--- src/rtl/bcd_counter_display_if.sv ---
// Control and display signals of the BCD counter.
// The counter side uses the slave modport; whoever drives the buttons uses master.
interface bcd_counter_display_if #(
  parameter int DIGITS = 4
);
  logic                  run_toggle;
  logic                  clear;
  logic                  dir;
  logic [6:0]            seg;
  logic [DIGITS-1:0]     cat;
  logic [4*DIGITS-1:0]   count_out;
  logic                  wrap;
  logic                  running;

  modport master (
    output run_toggle, clear, dir,
    input  seg, cat, count_out, wrap, running
  );

  modport slave (
    input  run_toggle, clear, dir,
    output seg, cat, count_out, wrap, running
  );
endinterface

--- src/rtl/bcd_counter_display.sv ---
// Prescaled up/down BCD counter (0..MAX) with run/pause, clear and a
// scan-multiplexed common-cathode 7-segment driver.
module bcd_counter_display #(
  parameter int DIGITS   = 4,
  parameter int MAX      = 19,
  parameter int TICK_DIV = 100,
  parameter int SCAN_DIV = 1,
  parameter int BLANK_LZ = 0
) (
  input  logic                 clk,
  input  logic                 rst_n,
  bcd_counter_display_if.slave bus
);
  localparam int CW = 4 * DIGITS;
  localparam int PW = (TICK_DIV > 1) ? $clog2(TICK_DIV) : 1;
  localparam int SW = (SCAN_DIV > 1) ? $clog2(SCAN_DIV) : 1;
  localparam int IW = (DIGITS > 1) ? $clog2(DIGITS) : 1;

  function automatic logic [CW-1:0] to_bcd(input int value);
    int v;
    v = value;
    to_bcd = '0;
    for (int i = 0; i < DIGITS; i++) begin
      to_bcd[4*i +: 4] = 4'(v % 10);
      v = v / 10;
    end
  endfunction

  localparam logic [CW-1:0] MAX_BCD = to_bcd(MAX);

  function automatic logic [6:0] seg_code(input logic [3:0] d);
    case (d)
      4'd0:    seg_code = 7'b0111111;
      4'd1:    seg_code = 7'b0000110;
      4'd2:    seg_code = 7'b1011011;
      4'd3:    seg_code = 7'b1001111;
      4'd4:    seg_code = 7'b1100110;
      4'd5:    seg_code = 7'b1101101;
      4'd6:    seg_code = 7'b1111101;
      4'd7:    seg_code = 7'b0000111;
      4'd8:    seg_code = 7'b1111111;
      4'd9:    seg_code = 7'b1101111;
      default: seg_code = 7'b0000000;
    endcase
  endfunction

  logic [PW-1:0]     presc_reg;
  logic [CW-1:0]     count_reg;
  logic              wrap_reg;
  logic              running_reg;
  logic [SW-1:0]     scan_cnt_reg;
  logic [IW-1:0]     index_reg;
  logic [DIGITS-1:0] cat_reg;
  logic [6:0]        seg_reg;

  logic [3:0]        digit [DIGITS];
  logic [CW-1:0]     inc_next;
  logic [CW-1:0]     dec_next;
  logic [DIGITS-1:0] carry;
  logic [DIGITS-1:0] borrow;
  logic [DIGITS-1:0] blank;
  logic              tick;

  assign carry[0]  = 1'b1;
  assign borrow[0] = 1'b1;

  // Ripple carry/borrow across digits: a digit rolls only when every lower digit rolls.
  generate
    for (genvar gi = 0; gi < DIGITS; gi++) begin : g_digit
      assign digit[gi] = count_reg[4*gi +: 4];
      assign inc_next[4*gi +: 4] = !carry[gi] ? digit[gi] :
                                   (digit[gi] == 4'd9) ? 4'd0 : digit[gi] + 4'd1;
      assign dec_next[4*gi +: 4] = !borrow[gi] ? digit[gi] :
                                   (digit[gi] == 4'd0) ? 4'd9 : digit[gi] - 4'd1;
      if (gi < DIGITS - 1) begin : g_chain
        assign carry[gi+1]  = carry[gi] & (digit[gi] == 4'd9);
        assign borrow[gi+1] = borrow[gi] & (digit[gi] == 4'd0);
      end
      if (gi == 0) begin : g_lsd
        assign blank[gi] = 1'b0;
      end else begin : g_upper
        assign blank[gi] = (BLANK_LZ != 0) && (count_reg[CW-1:4*gi] == '0);
      end
    end
  endgenerate

  assign tick = running_reg & ~bus.clear & (presc_reg == PW'(TICK_DIV - 1));

  always_ff @(posedge clk) begin
    if (!rst_n) begin
      presc_reg    <= '0;
      count_reg    <= '0;
      wrap_reg     <= 1'b0;
      running_reg  <= 1'b1;
      scan_cnt_reg <= '0;
      index_reg    <= '0;
      cat_reg      <= '1;
      seg_reg      <= '0;
    end else begin
      running_reg <= running_reg ^ bus.run_toggle;
      wrap_reg    <= 1'b0;

      if (bus.clear) begin
        presc_reg <= '0;
        count_reg <= '0;
      end else if (running_reg) begin
        if (tick) begin
          presc_reg <= '0;
          if (bus.dir) begin
            if (count_reg == MAX_BCD) begin
              count_reg <= '0;
              wrap_reg  <= 1'b1;
            end else begin
              count_reg <= inc_next;
            end
          end else begin
            if (count_reg == '0) begin
              count_reg <= MAX_BCD;
              wrap_reg  <= 1'b1;
            end else begin
              count_reg <= dec_next;
            end
          end
        end else begin
          presc_reg <= presc_reg + PW'(1);
        end
      end

      // Display scan runs regardless of run/clear state.
      if (scan_cnt_reg == SW'(SCAN_DIV - 1)) begin
        scan_cnt_reg <= '0;
        index_reg    <= (index_reg == IW'(DIGITS - 1)) ? '0 : index_reg + IW'(1);
      end else begin
        scan_cnt_reg <= scan_cnt_reg + SW'(1);
      end

      cat_reg <= ~(DIGITS'(1) << index_reg);
      seg_reg <= blank[index_reg] ? 7'b0000000 : seg_code(digit[index_reg]);
    end
  end

  assign bus.seg       = seg_reg;
  assign bus.cat       = cat_reg;
  assign bus.count_out = count_reg;
  assign bus.wrap      = wrap_reg;
  assign bus.running   = running_reg;
endmodule

--- src/flat_wrapper.sv ---
// flat-port wrapper written by rule: the top's interface ports become plain ports
module bcd_counter_display_flat 
#(
  parameter int DIGITS   = 4,
  parameter int MAX      = 19,
  parameter int TICK_DIV = 100,
  parameter int SCAN_DIV = 1,
  parameter int BLANK_LZ = 0
)
  (clk, rst_n, bus_run_toggle, bus_clear, bus_dir, bus_seg, bus_cat, bus_count_out, bus_wrap, bus_running);
  bcd_counter_display_if #(.DIGITS(DIGITS)) bus_i ();
  input  logic clk;
  input  logic rst_n;
  input wire logic [$bits(bus_i.run_toggle)-1:0] bus_run_toggle;
  input wire logic [$bits(bus_i.clear)-1:0] bus_clear;
  input wire logic [$bits(bus_i.dir)-1:0] bus_dir;
  output wire logic [$bits(bus_i.seg)-1:0] bus_seg;
  output wire logic [$bits(bus_i.cat)-1:0] bus_cat;
  output wire logic [$bits(bus_i.count_out)-1:0] bus_count_out;
  output wire logic [$bits(bus_i.wrap)-1:0] bus_wrap;
  output wire logic [$bits(bus_i.running)-1:0] bus_running;
  assign bus_i.run_toggle = bus_run_toggle;
  assign bus_i.clear = bus_clear;
  assign bus_i.dir = bus_dir;
  assign bus_seg = bus_i.seg;
  assign bus_cat = bus_i.cat;
  assign bus_count_out = bus_i.count_out;
  assign bus_wrap = bus_i.wrap;
  assign bus_running = bus_i.running;
  bcd_counter_display #(.DIGITS(DIGITS), .MAX(MAX), .TICK_DIV(TICK_DIV), .SCAN_DIV(SCAN_DIV), .BLANK_LZ(BLANK_LZ)) u_core (.clk(clk), .rst_n(rst_n), .bus(bus_i));
endmodule
--- config.mk ---
export PLATFORM = sky130hd
export DESIGN_NAME = bcd_counter_display_flat
export DESIGN_NICKNAME = d
export VERILOG_FILES = /design/src/rtl/bcd_counter_display_if.sv /design/src/rtl/bcd_counter_display.sv /design/src/flat_wrapper.sv
export SDC_FILE = /design/constraint.sdc
export NUM_CORES = 1
export LEC_CHECK = 0
export CORE_UTILIZATION = 59
export CTS_CLUSTER_DIAMETER = 50
export DETAILED_ROUTE_END_ITERATION = 7
export GPL_TIMING_DRIVEN = 0
export PLACE_DENSITY = 0.85
export RECOVER_POWER = 50
export SLEW_MARGIN = 20
export SYNTH_ARGS = -nofsm -noshare
export SYNTH_HDL_FRONTEND = slang
export SYNTH_SLANG_ARGS = --single-unit
--- constraint.sdc ---
create_clock -name clk -period 3.9 [get_ports clk]
set_input_delay 0.585 -clock clk [delete_from_list [all_inputs] [get_ports clk]]
set_output_delay 0.585 -clock clk [all_outputs]
set_load 0.02 [all_outputs]
==> out/metrics.cfg <==
[place]
place_congestion=0.942
placed_cells=373
dpl.hpwl_mm=4.16
io_buffers=33

[cts]
cts_tree=done
clock_sinks=39
cts_max_path_buffers=2
numCtsBuffers=5
cts_setup_buffers=0
cts_root_buf=clkbuf_8
ctsResizeCount=0
htreeDepth=2
cts.hold.buffers_added=0
clkLatencyLatePin_ns=0.30
path_clk_slew_ns=0.08

[synth]
synth_area_leaders=dfxtp_1 30%, ha_1 12%, a21oi_1 3.5%, nand2_1 3.5%, nor2_1 3.2%
synthCells=290
synth_seq_area_share_pct=30.5
synth_flop_cell=dfxtp_1
synthDistinctLibCells=65
yosys.area.top_type=dfxtp_1
ys_seq_elements=39
ys_async_sr_fraction_pct=0
avgSynthCellArea_um2=8.83
synth_edf_count=0
synth_top_area_share_pct=30.5
yosysWarnings=0
netlist_area_um2=2560
syn_nets=319

[floorplanning]
dieArea_um2=4610
io_pins=34
num_rows=23
die_x_um=67.9
die_h_um=67.9
core_um2=4090
start_util_pct=62.6

[grt]
grt_pass1_wl_mm=9.32
antenna_found_initial=0
grt_usage_pct=27.2
grt_max_degree=13
grt_pass1_vias=2047
overflow=0

[pwr]
powerDensity_nw_per_um2=289
power.switching_w=0.000195
power_frac_clock_pct=45.5
p_leak_nw=1.14
switching_share_pct=22.0
power_frac_seq_pct=46.5
irDropWorstVdd_mv=0.199
comb_power_share_pct=8.0
internal-power_w=0.000693

[critical_path]
endpoint_kind=register
critPathRequiredTime_ns=4.13
critPathArrivalTime_ns=3.19
start_kind=input port
path_cells=clkdlybuf4s50_1 > nor4_1 > o2111ai_4 > or3_1 > a21oi_1
slowest_stage=nor4_1
crit_path_max_incr_delay_ns=1.17
worstSetupPathType=in2reg
path_max_fanout=8
worst-r2r-setup-slack_ns=0.99

[final_layout]
syn_to_final_growth_pct=19.9
mostFrequentLayoutCell=dfxtp_1
final_cell_mix=39 x dfxtp_1, 24 x nand2_1, 24 x ha_1
largest_reg_flops=16
drive_gt1_share_pct=6.95
diodes=0
nNetsFinal=359
stdcell_count=381

[timing]
period_minus_slack_ns=2.97
rsz0062_at_grt=no
worst_pin_slew_ns=1.41
slew_headroom_pct=5.19
finalHoldViolCount=0
fmax_mhz=337
setup_viol=0
slew_viol_final=0
finalSetupTns_ns=0
post-route-period-util_pct=76.0
finalClockSkew_ns=0.00798

[routing]
first_iter_violations=160
dr_wl_met2_mm=2.71
vias_per_cell=6.06
dr.max_layer_used=met4
drcViolationCount=0
post_drt_wl_per_cell_um=14.9
wl_met3_um=390
drt-met1-wl_mm=2.50
vias=2308
routed_wl_mm=5.68
postRouteAntennaNets=0
drt_first_pass_iters=5

[job]
drv_cap=0

[run_status]
outcome=finished, final reports clean

[worst_hold_path]
hold_class=reg2reg

[per-stage QoR]
stage	power, W	instance area, µm²	hold slack (ns)	setup WS [ns]	util [%]
floorplan	0.000467	2560	0.485	1.49	-
global placement	0.000495	2950	0.509	1.04	72.3
detailed placement	0.000497	2950	0.531	1.00	72.3
CTS	0.000898	3090	0.553	1.27	75.5
global route	0.000919	3070	0.591	0.738	75.1
finish	0.000889	3070	0.549	0.934	75.1
[power groups by stage]
| stage | sequential (W) | combinational, W | clock, W |
|---|---|---|---|
| floorplan | 0.000431 | 0.0000364 | 0 |
| global route | 0.000415 | 0.0000780 | 0.000426 |
| CTS | 0.000414 | 0.0000739 | 0.000410 |
| detailed placement | 0.000423 | 0.0000733 | 0 |
| finish | 0.000414 | 0.0000709 | 0.000404 |
| global placement | 0.000423 | 0.0000715 | 0 |
[layer usage]
layer  up-vias  track usage [%]
li1       1130                -
met1      1083             34.3
met2        86             45.4
met3         9             5.33
met4         0             10.7
met5         -                0
[final timing paths]
kind / from / end / cells after the start
worst max-delay path: bus_clear / u_core.bus.count_out[14] / 5
worst min-delay path: u_core.presc_reg[6] / u_core.presc_reg[6] / 2
worst max register to register: u_core.bus.running / u_core.bus.count_out[14] / 6
worst min register to register: u_core.presc_reg[6] / u_core.presc_reg[6] / 2
[Yosys cell counts (all sizes together), types with 3 or more instances]
cell type / count
dfxtp: 39
ha: 24
nand2: 24
nor2: 22
a21oi: 18
inv: 17
o21ai: 12
clkbuf: 11
nor3: 9
nor2b: 7
a211oi: 6
o21a: 6
buf: 5
nand2b: 5
nor3b: 5
a21boi: 4
a311oi: 4
mux4: 4
nand3: 4
o31ai: 4
or3b: 4
xnor2: 4
mux2i: 3
o22ai: 3
xor2: 3
[critical path: cells and delay by family]
kind	cells	cell delay, ns
AO/OA/AOI/OAI	2	0.53
buffers and inverters	1	0.46
AND/OR/NAND/NOR	2	1.61
[cell families (layout without fill, tap and decap cells)]
family                     Yosys count  count (layout)  synth area share, %
AOI/OAI and AO/OA                   80              80                 23.4
muxes                                8               8                 5.28
buffers and inverters               34              75                 5.82
and+or+nand+nor                     97              97                 20.7
adders and majority gates           24              24                 11.7
DFF                                 39              39                 30.5
xor gates and xnor gates             7               7                 2.39
other                                1               1                0.146
[area by class of cell]
| type | count | area [µm²] |
|---|---|---|
| flip-flops and latches | 39 | 781 |
| clock inverters | 2 | 60.1 |
| plain buffers | 16 | 81.3 |
| multi-input cells | 217 | 1620 |
| well taps | 50 | 62.6 |
| fillers | 302 | 1020 |
| clock buffers | 6 | 72.6 |
| repair buffers | 33 | 330 |
| inverters | 18 | 67.6 |
Power figures use the tool's default switching activity.
